<file path="src/rtl/apb_master_if.sv">
`default_nettype none
// ----------------------------------------------------------------------------
// apb_master_if : command, response and APB signal bundle for apb_master
// Rev 1.0
// ----------------------------------------------------------------------------
interface apb_master_if #(
  parameter int ADDR_W = 32,
  parameter int DATA_W = 32
);
  logic              cmd_valid;
  logic              cmd_ready;
  logic              cmd_write;
  logic [ADDR_W-1:0] cmd_addr;
  logic [DATA_W-1:0] cmd_wdata;

  logic              rsp_valid;
  logic              rsp_ready;
  logic [DATA_W-1:0] rsp_rdata;
  logic              rsp_err;

  logic [ADDR_W-1:0] paddr;
  logic              psel;
  logic              penable;
  logic              pwrite;
  logic [DATA_W-1:0] pwdata;
  logic              pready;
  logic [DATA_W-1:0] prdata;
  logic              pslverr;

  modport master (
    input  cmd_valid, cmd_write, cmd_addr, cmd_wdata, rsp_ready,
           pready, prdata, pslverr,
    output cmd_ready, rsp_valid, rsp_rdata, rsp_err,
           paddr, psel, penable, pwrite, pwdata
  );

  modport slave (
    output cmd_valid, cmd_write, cmd_addr, cmd_wdata, rsp_ready,
           pready, prdata, pslverr,
    input  cmd_ready, rsp_valid, rsp_rdata, rsp_err,
           paddr, psel, penable, pwrite, pwdata
  );
endinterface
`default_nettype wire

</file>
<file path="src/rtl/apb_master.sv">
`default_nettype none
// ----------------------------------------------------------------------------
// apb_master : single-outstanding APB requester with wait-state timeout
// Rev 1.0
// ----------------------------------------------------------------------------
module apb_master #(
  parameter int ADDR_W  = 32,
  parameter int DATA_W  = 32,
  parameter int TIMEOUT = 16
) (
  input  logic         pclk,
  input  logic         rst_n,
  apb_master_if.master bus
);

  localparam int               CNT_W    = (TIMEOUT > 0) ? $clog2(TIMEOUT + 1) : 1;
  localparam logic [CNT_W-1:0] CNT_MAX  = {CNT_W{1'b1}};
  localparam logic [CNT_W-1:0] CNT_LAST = (TIMEOUT > 0) ? CNT_W'(TIMEOUT - 1) : '0;
  localparam bit               TO_EN    = (TIMEOUT != 0);

  typedef enum logic [1:0] {
    IDLE   = 2'd0,
    SETUP  = 2'd1,
    ACCESS = 2'd2,
    RESP   = 2'd3
  } state_e;

  state_e            state_q,  state_d;
  logic [ADDR_W-1:0] paddr_q,  paddr_d;
  logic              pwrite_q, pwrite_d;
  logic [DATA_W-1:0] pwdata_q, pwdata_d;
  logic [DATA_W-1:0] rdata_q,  rdata_d;
  logic              err_q,    err_d;
  logic [CNT_W-1:0]  cnt_q,    cnt_d;

  logic cmd_accept;

  assign cmd_accept = bus.cmd_valid && bus.cmd_ready;

  always_ff @(posedge pclk or negedge rst_n) begin
    if (!rst_n) begin
      state_q  <= IDLE;
      paddr_q  <= '0;
      pwrite_q <= 1'b0;
      pwdata_q <= '0;
      rdata_q  <= '0;
      err_q    <= 1'b0;
      cnt_q    <= '0;
    end else begin
      state_q  <= state_d;
      paddr_q  <= paddr_d;
      pwrite_q <= pwrite_d;
      pwdata_q <= pwdata_d;
      rdata_q  <= rdata_d;
      err_q    <= err_d;
      cnt_q    <= cnt_d;
    end
  end

  always_comb begin
    state_d  = state_q;
    paddr_d  = paddr_q;
    pwrite_d = pwrite_q;
    pwdata_d = pwdata_q;
    rdata_d  = rdata_q;
    err_d    = err_q;
    cnt_d    = cnt_q;

    case (state_q)
      IDLE: begin
        if (cmd_accept) begin
          state_d  = SETUP;
          paddr_d  = bus.cmd_addr;
          pwrite_d = bus.cmd_write;
          pwdata_d = bus.cmd_write ? bus.cmd_wdata : '0;
          cnt_d    = '0;
        end
      end

      SETUP: begin
        state_d = ACCESS;
      end

      ACCESS: begin
        // pready is tested first so a completion on the timeout cycle wins
        if (bus.pready) begin
          state_d  = RESP;
          rdata_d  = pwrite_q ? '0 : bus.prdata;
          err_d    = bus.pslverr;
          paddr_d  = '0;
          pwrite_d = 1'b0;
          pwdata_d = '0;
        end else begin
          if (cnt_q != CNT_MAX) begin
            cnt_d = cnt_q + 1'b1;
          end
          if (TO_EN && (cnt_q == CNT_LAST)) begin
            state_d  = RESP;
            rdata_d  = '0;
            err_d    = 1'b1;
            paddr_d  = '0;
            pwrite_d = 1'b0;
            pwdata_d = '0;
          end
        end
      end

      RESP: begin
        if (bus.rsp_ready) begin
          state_d = IDLE;
          rdata_d = '0;
          err_d   = 1'b0;
          cnt_d   = '0;
        end
      end

      default: begin
        state_d = IDLE;
      end
    endcase
  end

  // Bus strobes decode straight from the state so async reset drops them at once
  assign bus.cmd_ready = rst_n && (state_q == IDLE);
  assign bus.psel      = (state_q == SETUP) || (state_q == ACCESS);
  assign bus.penable   = (state_q == ACCESS);
  assign bus.paddr     = paddr_q;
  assign bus.pwrite    = pwrite_q;
  assign bus.pwdata    = pwdata_q;
  assign bus.rsp_valid = (state_q == RESP);
  assign bus.rsp_rdata = rdata_q;
  assign bus.rsp_err   = err_q;

endmodule
`default_nettype wire

</file>
<file path="src/flat_wrapper.sv">
// flat-port wrapper written by rule: the top's interface ports become plain ports
module apb_master_flat 
#(
  parameter int ADDR_W  = 32,
  parameter int DATA_W  = 32,
  parameter int TIMEOUT = 16
)
  (pclk, rst_n, bus_cmd_valid, bus_cmd_write, bus_cmd_addr, bus_cmd_wdata, bus_rsp_ready, bus_pready, bus_prdata, bus_pslverr, bus_cmd_ready, bus_rsp_valid, bus_rsp_rdata, bus_rsp_err, bus_paddr, bus_psel, bus_penable, bus_pwrite, bus_pwdata);
  apb_master_if #(.ADDR_W(ADDR_W), .DATA_W(DATA_W)) bus_i ();
  input  logic pclk;
  input  logic rst_n;
  input wire logic [$bits(bus_i.cmd_valid)-1:0] bus_cmd_valid;
  input wire logic [$bits(bus_i.cmd_write)-1:0] bus_cmd_write;
  input wire logic [$bits(bus_i.cmd_addr)-1:0] bus_cmd_addr;
  input wire logic [$bits(bus_i.cmd_wdata)-1:0] bus_cmd_wdata;
  input wire logic [$bits(bus_i.rsp_ready)-1:0] bus_rsp_ready;
  input wire logic [$bits(bus_i.pready)-1:0] bus_pready;
  input wire logic [$bits(bus_i.prdata)-1:0] bus_prdata;
  input wire logic [$bits(bus_i.pslverr)-1:0] bus_pslverr;
  output wire logic [$bits(bus_i.cmd_ready)-1:0] bus_cmd_ready;
  output wire logic [$bits(bus_i.rsp_valid)-1:0] bus_rsp_valid;
  output wire logic [$bits(bus_i.rsp_rdata)-1:0] bus_rsp_rdata;
  output wire logic [$bits(bus_i.rsp_err)-1:0] bus_rsp_err;
  output wire logic [$bits(bus_i.paddr)-1:0] bus_paddr;
  output wire logic [$bits(bus_i.psel)-1:0] bus_psel;
  output wire logic [$bits(bus_i.penable)-1:0] bus_penable;
  output wire logic [$bits(bus_i.pwrite)-1:0] bus_pwrite;
  output wire logic [$bits(bus_i.pwdata)-1:0] bus_pwdata;
  assign bus_i.cmd_valid = bus_cmd_valid;
  assign bus_i.cmd_write = bus_cmd_write;
  assign bus_i.cmd_addr = bus_cmd_addr;
  assign bus_i.cmd_wdata = bus_cmd_wdata;
  assign bus_i.rsp_ready = bus_rsp_ready;
  assign bus_i.pready = bus_pready;
  assign bus_i.prdata = bus_prdata;
  assign bus_i.pslverr = bus_pslverr;
  assign bus_cmd_ready = bus_i.cmd_ready;
  assign bus_rsp_valid = bus_i.rsp_valid;
  assign bus_rsp_rdata = bus_i.rsp_rdata;
  assign bus_rsp_err = bus_i.rsp_err;
  assign bus_paddr = bus_i.paddr;
  assign bus_psel = bus_i.psel;
  assign bus_penable = bus_i.penable;
  assign bus_pwrite = bus_i.pwrite;
  assign bus_pwdata = bus_i.pwdata;
  apb_master #(.ADDR_W(ADDR_W), .DATA_W(DATA_W), .TIMEOUT(TIMEOUT)) u_core (.pclk(pclk), .rst_n(rst_n), .bus(bus_i));
endmodule
</file>
<file path="config.mk">
export PLATFORM = sky130hd
export DESIGN_NAME = apb_master_flat
export DESIGN_NICKNAME = d
export VERILOG_FILES = /design/src/rtl/apb_master_if.sv /design/src/rtl/apb_master.sv /design/src/flat_wrapper.sv
export SDC_FILE = /design/constraint.sdc
export NUM_CORES = 1
export LEC_CHECK = 0
export BUFFER_PORTS_ARGS = -buffer_cell sky130_fd_sc_hd__buf_2
export CAP_MARGIN = 5
export CORE_UTILIZATION = 45
export DETAILED_ROUTE_END_ITERATION = 12
export GPL_TIMING_DRIVEN = 0
export PLACE_DENSITY = 0.78
export REMOVE_ABC_BUFFERS = 1
export SYNTH_ARGS = -nofsm -noshare
export SYNTH_HDL_FRONTEND = slang
export SYNTH_SLANG_ARGS = --single-unit
</file>
<file path="constraint.sdc">
create_clock -name pclk -period 2.65 [get_ports pclk]
set_input_delay 0.265 -clock pclk [delete_from_list [all_inputs] [get_ports pclk]]
set_output_delay 0.265 -clock pclk [all_outputs]
set_load 0.01 [all_outputs]
</file>
### After elaboration in Yosys (flattened, before gate mapping)

Index checks and enable logic that the tools add are counted.

* flip-flop bits (word level): 105
* output and inout port bits: 102
* word-level logic and storage cells: 58
* bits of input ports: 103

* $add $sub $neg: 1
* equality and inequality tests: 10
* reduce and logical (&&, ||, !) cells: 11
* muxes and demuxes: 29

Operator list (count)
* 32-bit two-way mux: 8
* 32-bit case mux with 2 select lines: 3
* 5-bit two-way mux: 4
* 5-bit case mux with 3 select lines: 1
* 3-bit AND reduction: 3
* 2-bit two-way mux: 4
* 2-bit case mux with 4 select lines: 1
* 1-bit two-way mux: 6
* 5-bit by 1-bit adder with 5-bit output (second input constant): 1
* 5-bit by 4-bit == test with 1-bit output (second input constant): 1
* 5-bit inequality test (second input constant): 1
* 5-bit AND reduction: 1
* 2-bit == test (second input constant): 2
* 2-bit by 1-bit inequality test with 1-bit output (second input constant): 2
* 2-bit inequality test (second input constant): 2
* 1-bit case mux with 2 select lines: 2
* 2-bit nonzero test: 2
* 3-bit by 2-bit inequality test with 1-bit output (second input constant): 1
* 3-bit nonzero test: 1
* 2-bit by 1-bit == test with 1-bit output (second input constant): 1
* 1-bit logical AND: 2
* 2-bit logical NOT: 1
* 1-bit logical OR: 1

### Logic depth before layout (Yosys ltp)

Gate-level depths: netlist of run 1.

* word-level depth: 5
* depth in mapped cells: 8

### Worst setup path before layout of run 1

Ideal clock, no wire load.

* path type: register to register
* start: register u_core.cnt_q[0]
* end: register u_core.paddr_q[13], in the netlist u_core.bus.paddr[13]
* buffers on the path: 2
* cell stages (with the launch flop): 9
* slack: 0.599 ns
* clock period less this slack: 2.051 ns
* arrival time: 1.925 ns
* data required time: 2.525 ns
* cell sequence: dfrtp_1 > ha_1 > and3_1 > ha_1 > nor3b_4 > nor3_2 > buf_6 > buf_6 > mux2_4

* longest elaborated chain between the ends: 3

Ends and longest elaborated chain
* start: declaration: RTL line apb_master.sv:34 `logic [CNT_W-1:0] cnt_q, cnt_d;`
* start signal: assignment: RTL line apb_master.sv:56 `cnt_q <= cnt_d;`
* 5-bit by 4-bit == test with 1-bit output: RTL line apb_master.sv:97 `if (TO_EN && (cnt_q == CNT_LAST)) begin`
* 3-bit by 2-bit inequality test with 1-bit output (no source line)
* 3-bit AND reduction (no source line)
* end signal: assignment: RTL line apb_master.sv:51 `paddr_q <= paddr_d;`
* end: declaration: RTL line apb_master.sv:29 `logic [ADDR_W-1:0] paddr_q, paddr_d;`

No other way between the ends.
A chain may end at the register's enable or synchronous reset.

### Final worst setup path of run 1

* start: register u_core.cnt_q[0]
* end: register u_core.paddr_q[25], in the netlist u_core.bus.paddr[25]

The elaborated chain is that of the path after synthesis.

==> results.md, run 1 <==
| Group | Item | Reported |
|---|---|---|
| die | Placeable core region | 10500 um^2 |
| final layout | Inserted Diodes | 0 |
| critical path | Origin of the critical flop-to-flop path | u_core.cnt_q[0] |
| grt | Number of antenna violations at the first check in global routing | 0 |
| die | Die H | 107 um |
| critical path | Crit-path leading delay family | simple AND/OR/NAND/NOR gates |
| clock tree | Clock-pin slew reported for the worst setup and hold paths after clock tree synthesis | 100 ps |
| timing | Final count of hold timing violations | 0 |
| clock tree | Number of H-tree levels | 3 |
| die | Area of the die | 11400 um^2 |
| logic synthesis | Fraction of the mapped netlist area in simple logic gates | 0.125 |
| clock tree | Clock root buffer | clkbuf_8 |
| critical path | Longest individual stage delay on the worst path | 420 ps |
| drt | Total wire length after detailed routing | 11200 um |
| logic synthesis | Fraction of the mapped netlist area in compound gates | 0.0139 |
| placed design | Global placer's final weighted congestion | 0.744 |
| timing | Final number of max-transition violations | 0 |
| power and ir drop | Fraction of power consumed by the clock network | 0.132 |
| timing | Final setup violation count | 0 |
| logic synthesis | Ys Warns | 0 |
| logic synthesis | Unique masters post-synth | 32 |
| logic synthesis | #FFs+latches synth | 105 |
| grt | Wire length of the first global-routing pass | 17800 um |
| critical path | Crit-path max FO | 16 |
| critical path | Required time at the worst-slack endpoint | 2900 ps |
| timing | Worst slew margin relative to its limit | 0.467 |
| logic synthesis | Sequential element share of the synthesized area | 0.530 |
| final layout | Finished layout cell area | 6480 um^2 |
| clock tree | Clock sink count | 105 |
| logic synthesis | Syn Std Cell Area | 4960 um^2 |
| timing | Period Utilization, post-route | 0.947 |
| power and ir drop | Combinational group share of total power | 0.539 |
| logic synthesis | Average cell area after synthesis | 11.4 um^2 |
| power and ir drop | Int Pwr | 4.70 mW |
| final layout | Filler Cell Count | 846 |
| final layout | Share of final-layout standard cells stronger than drive strength 1 | 0.428 |
| final layout | Final core area utilization | 0.617 |
| clock tree | Clock tree buffer depth | 2 |
| critical path | Sort of element at the start of the critical path | register |
| worst hold path | Worst hold path type | in -> reg |
| die | Starting utilization of the core area | 0.472 |
| placed design | Port Buffer Count | 204 |
| timing | Post-Route Skew | 10.5 ps |
| placed design | DP Wirelength | 8110 um |
| die | Number of top-level pins | 205 |
| timing | Worst hold slack across all endpoints | 125 ps |
| power and ir drop | Areal power density over the cells | 1160 nW/um^2 |
| grt | Largest net degree at the start of global routing | 59 |
| drt | First-pass iteration count of the detailed router | 4 |
| drt | Iteration-0 DRC Markers | 97 |
| run | MaxCap Viol Count | 0 |
| timing | Actual transition at the worst max-transition pin | 795 ps |
| critical path | Crit Path Category | reg -> reg |
| drt | Via count | 3712 |
| placed design | Cell area after placement | 6180 um^2 |
| logic synthesis | Share of the synthesized netlist area taken by xor and xnor gates | 0 |
| final layout | Most common cell after layout, fill and taps aside | buf_2 |
| timing | Peak clock frequency supported by timing | 0.398 GHz |
| logic synthesis | Largest family of logic cells by synthesized area | multiplexers |
| critical path | Worst setup path start | u_core.cnt_q[0] |
| critical path | Cell with the largest stage delay on the worst path | dfrtp_1 |
| drt | Routed length per instance | 14.3 um |
| grt | Via count of the first global-routing pass | 3776 |
| timing | Final Critical Period | 2510 ps |
| critical path | Critical path buffer and inverter count | 3 |
| logic synthesis | Number of flops mapped to enable cells by yosys | 0 |
| logic synthesis | Share of async-settable or async-resettable flops after synthesis | 1.00 |
| power and ir drop | Net switching share of the total power | 0.374 |
| clock tree | Later-pin clock latency in the skew report | 370 ps |
| die | Number of cell rows | 37 |
| drt | Remaining antenna violation count after routing | 0 |
| power and ir drop | Leakage | 3.45 nW |
| clock tree | CTS tree | yes |
| worst hold path | Launch instance of the worst min-delay path | bus_prdata[0] |
| logic synthesis | Post-synthesis instance total | 434 |
| power and ir drop | Net switching component of the power | 2.80 mW |
| timing | Setup repair after global routing missed its margin | false |
| critical path | Type of destination of the critical path | register |
| power and ir drop | Highest ir drop seen on vdd | 0.000857 V |
| clock tree | Number of CTS-inserted buffers | 9 |
| logic synthesis | Fraction of the mapped netlist area in adder cells | 0.0202 |
| final layout | Number of nets at the end of the flow | 755 |
| final layout | Area growth from synthesis to layout | 30.7% |
| logic synthesis | Most used flip-flop cell after synthesis | dfrtp_1 |
| power and ir drop | Part of the power in registers | 0.329 |
| die | Floorplan die width | 107 um |
| status | Status | complete, no violations |
| critical path | Arrival time reported for the critical path endpoint | 2760 ps |
| grt | GRT overflow | 0 |
| grt | Tot GR Track Use | 0.201 |
| critical path | Critical Path, Cell by Cell | ha_1, and3_1, ha_1, nor3b_4, nor3_4, buf_8, buf_8, buf_16, mux2_4 |
| drt | Vias per inst | 4.73 |
| drt | Remaining DRCs | 0 |
| final layout | Top library cells by usage in the layout, fill and taps aside | buf_2 (203), dfrtp_1 (105), inv_1 (70), mux2i_1 (67), nand2_1 (65) |
| logic synthesis | Share of synthesized area spent on multiplexers | 0.228 |
[flip-flops by register name (all words and copies together), names as in the netlist]
signal,flops
u_core.bus.pwdata,32
u_core.bus.pwrite,1
u_core.cnt_q,5
u_core.state_q,2
u_core.bus.paddr,32
u_core.bus.rsp_rdata,32
u_core.bus.rsp_err,1
[timing repair]
item	in CTS	in global routing
gates resized for setup	1	0
hold buffers	2	0
setup buffers	1	6
endpoints found under the hold margin	47	0
endpoints found under the setup margin	87	19
pin swaps	0	2
[final cells by class]
type	count	area (um^2)	share of cell area
clock buffers	13	149	0.0230
repair buffers	222	1280	0.198
inverters	70	263	0.0405
multi-input cells	236	1950	0.301
well taps	136	170	0.0263
flip-flops and latches	105	2630	0.405
clock inverters	3	40.0	0.00618
[final timing paths]
kind	cells after the start	slack (ps)	end
min in group asynchronous	3	460	u_core.bus.rsp_rdata[14]
hold reg to reg	1	510	u_core.bus.paddr[1]
max in group asynchronous	3	1900	u_core.bus.pwdata[19]
setup reg to reg	9	140	u_core.bus.paddr[25]
hold / removal	3	120	u_core.bus.rsp_rdata[0]
setup / recovery	9	140	u_core.bus.paddr[25]
[cells by family after synthesis]
family          after synthesis
simple gates                118
compound gates                8
mux                         102
flops                       105
fa+ha+maj                     8
buf+inv                      93
[stage by stage]
stage               setup TNS [ps]  power (mW)  cells  setup WS (ps)
floorplan                  -209090        4.78    411          -3060
global placement           -372140        5.58    751          -5190
detailed placement          -14650        6.41    760           -441
CTS                              0        7.48    779           23.4
global route                     0        7.98    785           20.3
finish                           0        7.50    785            140
[power by group through the flow]
| stage | logic, mW | registers [mW] | clock network, mW |
|---|---|---|---|
| detailed placement | 3.92 | 2.48 | 0 |
| finish | 4.04 | 2.47 | 0.990 |
| floorplan | 2.09 | 2.70 | 0 |
| global route | 4.37 | 2.53 | 1.08 |
| CTS | 3.99 | 2.47 | 1.02 |
| global placement | 3.15 | 2.43 | 0 |
[cells in the mapped netlist (2+ instances only)]
master	instances	area (um^2)
mux2_2	17	191
dfrtp_1	105	2630
buf_6	4	45.0
clkbuf_1	11	41.3
nand3_1	2	10.0
ha_1	8	100
nor2_1	3	11.3
nand3b_1	2	15.0
o21a_1	2	15.0
o41ai_1	2	17.5
buf_4	7	52.6
nand2b_1	2	12.5
nand2_1	65	244
nor2b_1	34	213
inv_1	70	263
mux2i_1	67	671
mux2_4	18	270
[layer usage]
| layer | global-route usage | up-vias | share of wire |
|---|---|---|---|
| met5 | 0 | - | 0 |
| met4 | 0.0861 | 0 | 0.024 |
| met3 | 0.0480 | 21 | 0.048 |
| met2 | 0.346 | 111 | 0.50 |
| met1 | 0.240 | 1798 | 0.42 |
| li1 | - | 1782 | - |
[worst min-delay path: cells and delay by family]
kind	cells	cell delay [ps]
buffers and inverters	1	90
multiplexers	1	50
AND/OR/NAND/NOR	1	50
Power figures use the tool's default switching activity.
==> run 2: changes to the inputs <==
CORE_UTILIZATION = 44   (was 45)
PLACE_DENSITY = 0.79   (was 0.78)
clock period = 2.2 ns   (was 2.65 ns; I/O delays follow)
==> results.md, run 2 (synthesized netlist as in run 1, its figures left out) <==
| Group | Item | Reported | Change |
|---|---|---|---|
| grt | Wire length of the first global-routing pass | 18200 um | +2.0% |
| drt | Remaining antenna violation count after routing | 0 | unchanged |
| critical path | Arrival time reported for the critical path endpoint | 2390 ps | -370 ps |
| status | Violated checks | hold timing |  |
| final layout | Top library cells by usage in the layout, fill and taps aside | buf_2 (203), dfrtp_1 (104), inv_1 (70), nand2_1 (65), mux2i_1 (64) |  |
| drt | Remaining DRCs | 0 | unchanged |
| clock tree | Clock root buffer | clkbuf_8 |  |
| grt | Tot GR Track Use | 0.202 | +0.00116 |
| timing | Setup repair after global routing missed its margin | false |  |
| critical path | Critical path buffer and inverter count | 3 | unchanged |
| final layout | Final core area utilization | 0.605 | -0.0115 |
| clock tree | Later-pin clock latency in the skew report | 380 ps | about the same |
| placed design | DP Wirelength | 8380 um | +3.3% |
| final layout | Number of nets at the end of the flow | 757 | +0.26% |
| final layout | Area growth from synthesis to layout | 32.9% |  |
| grt | Number of antenna violations at the first check in global routing | 1 | +1 |
| die | Area of the die | 11700 um^2 | +2.2% |
| timing | Final count of hold timing violations | 56 | +56 |
| timing | Final setup violation count | 0 | unchanged |
| critical path | Crit Path Category | reg -> reg |  |
| power and ir drop | Areal power density over the cells | 1420 nW/um^2 | +23% |
| drt | Routed length per instance | 14.7 um | +3.2% |
| placed design | Post-Place Setup Slack | -810 ps | -369 ps |
| final layout | Most common cell after layout, fill and taps aside | buf_2 |  |
| clock tree | Number of H-tree levels | 3 | unchanged |
| drt | Via count | 3788 | +2.0% |
| drt | First-pass iteration count of the detailed router | 4 | unchanged |
| power and ir drop | Total power draw | 9.38 mW | +25% |
| grt | Via count of the first global-routing pass | 3902 | +3.3% |
| critical path | Required time at the worst-slack endpoint | 2460 ps | -440 ps |
| die | Starting utilization of the core area | 0.455 | -0.0164 |
| grt | Largest net degree at the start of global routing | 60 | +1.7% |
| timing | Worst slew margin relative to its limit | 0.492 | +0.0241 |
| die | Number of top-level pins | 205 | unchanged |
| placed design | Cell count after placement | 765 | +0.66% |
| power and ir drop | Highest ir drop seen on vdd | 0.00173 V | +100% |
| critical path | Crit-path max FO | 13 | -3 |
| run | MaxCap Viol Count | 0 | unchanged |
| final layout | Share of final-layout standard cells stronger than drive strength 1 | 0.445 | +0.0171 |
| final layout | Non-filler cells in the finished layout | 792 | +0.89% |
| clock tree | Clock sink count | 105 | unchanged |
| timing | Final number of max-transition violations | 0 | unchanged |
| status | Status | complete, but fails checks |  |
| die | Floorplan die width | 108 um | +1.1% |
| power and ir drop | Leakage | 3.48 nW | +0.81% |
| critical path | Critical Path, Cell by Cell | inv_1, ha_1, a21boi_2, nor3_4, buf_16, buf_8, mux2_2 |  |
| die | Placeable core region | 10900 um^2 | +3.6% |
| drt | Vias per inst | 4.78 | +1.1% |
| clock tree | Clock tree buffer depth | 2 | unchanged |
| critical path | Cell with the largest stage delay on the worst path | dfrtp_1 |  |
| timing | Post-Route Skew | 14.4 ps | +3.97 ps |
| die | Die H | 108 um | +1.1% |
| clock tree | Number of CTS-inserted buffers | 9 | unchanged |
| timing | Worst hold slack across all endpoints | -92.0 ps | -217 ps |
| grt | GRT overflow | 0 | unchanged |
| timing | Actual transition at the worst max-transition pin | 763 ps | -32.6 ps |
| clock tree | CTS tree | yes |  |
| placed design | Port Buffer Count | 204 | unchanged |
| final layout | Finished layout cell area | 6590 um^2 | +1.7% |
| drt | Total wire length after detailed routing | 11700 um | +4.1% |
| timing | Peak clock frequency supported by timing | 0.471 GHz | +18% |
| placed design | Cell area after placement | 6280 um^2 | +1.5% |
| final layout | Filler Cell Count | 886 | +4.7% |
| timing | Period Utilization, post-route | 0.965 | +0.0174 |
| drt | Iteration-0 DRC Markers | 187 | +93% |
| timing | Worst path setup slack after routing | 77.9 ps | -62.2 ps |
| critical path | Longest individual stage delay on the worst path | 390 ps | -30 ps |
| clock tree | Clock-pin slew reported for the worst setup and hold paths after clock tree synthesis | 100 ps | about the same |
| critical path | Type of destination of the critical path | register |  |
| critical path | Crit-path leading delay family | buffers and inverters |  |
| placed design | Global placer's final weighted congestion | 0.713 | -4.1% |
| die | Number of cell rows | 38 | +2.7% |
| timing | Final Critical Period | 2120 ps | -388 ps |
| critical path | Sort of element at the start of the critical path | register |  |
| worst hold path | Worst hold path type | in -> async |  |
[run 2: report_power, final]
part / internal, mW / switching [mW]
logic: 2.78 / 2.50
registers: 2.61 / 0.357
clock network: 0.452 / 0.674
total: 5.85 / 3.54
[run 2: final timing paths]
path	start	endpoint	slack, ps	cells past startpoint
max	u_core.state_q[0]	u_core.bus.paddr[9]	80	7
min	rst_n	u_core.bus.rsp_rdata[9]	-90	1
max reg2reg	u_core.state_q[0]	u_core.bus.paddr[9]	80	7
min reg2reg	u_core.bus.paddr[6]	u_core.bus.paddr[6]	510	1
max in group asynchronous	rst_n	u_core.bus.pwdata[4]	1590	2
min in group pclk	bus_prdata[23]	u_core.bus.rsp_rdata[23]	70	3
[run 2: final cells by class]
| type | count | area (um^2) | share of cell area |
|---|---|---|---|
| diodes | 1 | 2.50 | 0.000380 |
| well taps | 140 | 175 | 0.0266 |
| clock inverters | 5 | 40.0 | 0.00608 |
| flip-flops and latches | 105 | 2630 | 0.399 |
| clock buffers | 11 | 141 | 0.0215 |
| repair buffers | 224 | 1370 | 0.208 |
| inverters | 70 | 263 | 0.0399 |
| multi-input cells | 236 | 1970 | 0.299 |
[run 2: metrics by stage]
step	TNS, ps	hold WS [ps]
2_1_floorplan	-253320	-75.6
3_3_place_gp	-432220	462
3_5_place_dp	-39370	341
4_1_cts	0	-83.9
5_1_grt	0	-36.6
6_report	0	-92.0
[run 2: repair_timing]
item	in CTS	in global routing
hold endpoints to repair	56	56
cloned	0	1
buffers inserted	5	6
pin swaps	3	2
setup endpoints to repair	101	57
gates resized for setup	5	7
[run 2: routing by layer]
| layer | routed length, um | GRT usage | part of all wire | vias up |
|---|---|---|---|---|
| met4 | 211 | 0.0714 | 0.018 | 0 |
| met5 | 0 | 0 | 0 | - |
| met2 | 6010 | 0.357 | 0.52 | 129 |
| met3 | 708 | 0.0645 | 0.061 | 18 |
| li1 | - | - | - | 1793 |
| met1 | 4740 | 0.228 | 0.41 | 1848 |
==> run 3: changes to the inputs <==
CORE_UTILIZATION = 45   (was 44)
CTS_BUF_LIST = sky130_fd_sc_hd__clkbuf_8   (was default)
PLACE_DENSITY = 0.81   (was 0.79)
==> results.md, run 3 (synthesized netlist as in run 1, its figures left out) <==
| Group | Item | Reported | Change |
|---|---|---|---|
| clock tree | Later-pin clock latency in the skew report | 360 ps | -20 ps |
| die | Area of the die | 11400 um^2 | -2.2% |
| status | Status | complete, no violations |  |
| drt | Remaining antenna violation count after routing | 0 | unchanged |
| timing | Actual transition at the worst max-transition pin | 726 ps | -36.8 ps |
| power and ir drop | Highest ir drop seen on vdd | 0.00150 V | -13% |
| clock tree | CTS tree | yes |  |
| critical path | Type of destination of the critical path | register |  |
| timing | Peak clock frequency supported by timing | 0.474 GHz | +0.53% |
| worst hold path | Launch instance of the worst min-delay path | bus_prdata[26] |  |
| grt | Largest net degree at the start of global routing | 59 | -1.7% |
| clock tree | Clock-pin slew reported for the worst setup and hold paths after clock tree synthesis | 110 ps | about the same |
| clock tree | Clock sink count | 105 | unchanged |
| critical path | Required time at the worst-slack endpoint | 2440 ps | -20 ps |
| final layout | Final core area utilization | 0.619 | +0.0139 |
| power and ir drop | Net switching component of the power | 3.39 mW | -4.0% |
| final layout | Inserted Diodes | 0 | -1 |
| timing | Final setup violation count | 0 | unchanged |
| die | Starting utilization of the core area | 0.472 | +0.0164 |
| critical path | Arrival time reported for the critical path endpoint | 2350 ps | -40 ps |
| drt | First-pass iteration count of the detailed router | 5 | +1 |
| critical path | Crit Path Category | reg -> reg |  |
| critical path | Register-to-register setup slack | 90 ps | about the same |
| critical path | R2r worst-path depth | 8 | +1 |
| power and ir drop | Total power draw | 8.97 mW | -4.4% |
| timing | Final number of max-transition violations | 0 | unchanged |
| power and ir drop | Int Pwr | 5.58 mW | -4.6% |
| grt | Number of antenna violations at the first check in global routing | 0 | -1 |
| timing | Worst path setup slack after routing | 89.2 ps | +11.2 ps |
| die | Placeable core region | 10500 um^2 | -3.5% |
| timing | Final Critical Period | 2110 ps | -11.2 ps |
| placed design | Port Buffer Count | 204 | unchanged |
| grt | Via count of the first global-routing pass | 3878 | -0.62% |
| worst hold path | Worst hold stages | 3 |  |
| final layout | Filler Cell Count | 836 | -5.6% |
| timing | Final count of hold timing violations | 0 | -100% |
| drt | Iteration-0 DRC Markers | 150 | -20% |
| final layout | Non-filler cells in the finished layout | 785 | -0.88% |
| drt | Routed length per instance | 14.5 um | -1.5% |
| clock tree | Clock root buffer | clkbuf_8 |  |
| clock tree | Number of H-tree levels | 3 | unchanged |
| run | MaxCap Viol Count | 0 | unchanged |
| placed design | Cell area after placement | 6220 um^2 | -0.96% |
| power and ir drop | Fraction of power consumed by the clock network | 0.116 | -0.004 |
| placed design | Post-Place Setup Slack | -1040 ps | -227 ps |
| power and ir drop | Combinational group share of total power | 0.554 | -0.009 |
| clock tree | Clock tree buffer depth | 2 | unchanged |
| critical path | Crit-path max FO | 30 | +17 |
| timing | Worst slew margin relative to its limit | 0.515 | +0.0235 |
| drt | Via count | 3736 | -1.4% |
| power and ir drop | Net switching share of the total power | 0.378 | +0.00126 |
| timing | Setup repair after global routing missed its margin | false |  |
| placed design | Cell count after placement | 759 | -0.78% |
| die | Die H | 107 um | -1.1% |
| drt | Vias per inst | 4.76 | -0.49% |
| drt | Total wire length after detailed routing | 11400 um | -2.3% |
| die | Number of cell rows | 37 | -2.6% |
| worst hold path | Worst hold path type | in -> reg |  |
| drt | Remaining DRCs | 0 | unchanged |
| final layout | Top library cells by usage in the layout, fill and taps aside | buf_2 (203), dfrtp_1 (105), inv_1 (71), mux2i_1 (67), nand2_1 (65) |  |
| power and ir drop | Leakage | 3.46 nW | -0.42% |
| final layout | Area growth from synthesis to layout | 31.3% |  |
| timing | Post-Route Skew | 13.9 ps | -0.573 ps |
| grt | Tot GR Track Use | 0.205 | +0.00234 |
| power and ir drop | Areal power density over the cells | 1380 nW/um^2 | -3.1% |
| timing | Period Utilization, post-route | 0.959 | -0.00511 |
| placed design | Global placer's final weighted congestion | 0.723 | +1.4% |
| die | Number of top-level pins | 205 | unchanged |
| power and ir drop | Part of the power in registers | 0.330 | +0.013 |
| grt | Wire length of the first global-routing pass | 18300 um | +0.42% |
| final layout | Finished layout cell area | 6500 um^2 | -1.3% |
| worst hold path | Hold-critical path endpoint | u_core.bus.rsp_rdata[26] |  |
| placed design | DP Wirelength | 8340 um | -0.46% |
| critical path | Sort of element at the start of the critical path | register |  |
| final layout | Number of nets at the end of the flow | 756 | -0.13% |
| final layout | Share of final-layout standard cells stronger than drive strength 1 | 0.435 | -0.0110 |
| die | Floorplan die width | 107 um | -1.1% |
| grt | GRT overflow | 0 | unchanged |
| critical path | Endpoint of the worst-slack reg-to-reg timing path | u_core.bus.paddr[24] |  |
| critical path | Origin of the critical flop-to-flop path | u_core.cnt_q[0] |  |
| clock tree | Number of CTS-inserted buffers | 9 | unchanged |
| final layout | Most common cell after layout, fill and taps aside | buf_2 |  |
-- run 3: cell types whose count changed in the layout (fill, tap and decap cells not counted), sizes merged --
cell	change
dlygate4sd3	+1
diode	-1
clkbuf	-3
-- run 3: worst max-delay path, stage by stage, from the launching register on --
cell and delay (ps):
dfrtp_1 390, ha_1 230, and3_4 190, ha_2 200
nor3b_4 270, nor3_4 80, buf_16 150, buf_16 180
mux2_4 310
-- run 3: metrics by stage --
step                      hold slack (ps)  TNS, ps
after global placement                462  -430870
after global routing                 76.7        0
after detailed placement              284   -63670
after CTS                            65.6        0
final                                85.0        0
after floorplan                     -75.6  -253320
-- run 3: timing repair --
item                                    4_1_cts  5_1_grt
gates resized for setup                       4        1
endpoints found under the setup margin      100       29
buffers inserted                              9        1
hold buffers                                  2        0
pin swaps                                     3        1
hold endpoints to repair                     47        0
-- run 3: cell type report --
cell class              count  area, um^2  share of cell area
clock buffers              10         138              0.0212
clock inverters             5        23.8             0.00365
inverters                  70         263              0.0404
multi-input cells         236        1960               0.302
flip-flops and latches    105        2630               0.404
well taps                 136         170              0.0262
repair buffers            223        1320               0.203
-- run 3: worst max path at each step --
stage / from / endpoint / slack [ps] / cells after the start
4_1_cts: u_core.cnt_q[1] / u_core.bus.paddr[6] / 20 / 8
6_report: u_core.cnt_q[0] / u_core.bus.paddr[24] / 90 / 8
3_3_place_gp: rst_n / u_core.bus.paddr[6] / -5490 / 4
3_5_place_dp: u_core.state_q[0] / u_core.bus.paddr[12] / -1040 / 8
5_1_grt: u_core.cnt_q[0] / u_core.bus.paddr[28] / 9 / 8
2_1_floorplan: u_core.state_q[0] / u_core.bus.paddr[0] / -3510 / 5
-- run 3: power groups by stage --
stage          Combinational, mW  Clock, mW  Sequential [mW]
2_1_floorplan               2.43          0             3.42
3_3_place_gp                3.91          0             3.07
3_5_place_dp                4.85          0             3.00
4_1_cts                     4.97       1.09             2.96
5_1_grt                     5.36       1.15             3.04
6_report                    4.97       1.04             2.96
-- run 3: metal layers --
| layer | track usage | wire length, um |
|---|---|---|
| met5 | 0 | 0 |
| met4 | 0.104 | 330 |
| met3 | 0.0450 | 474 |
| met2 | 0.349 | 5840 |
| met1 | 0.243 | 4760 |
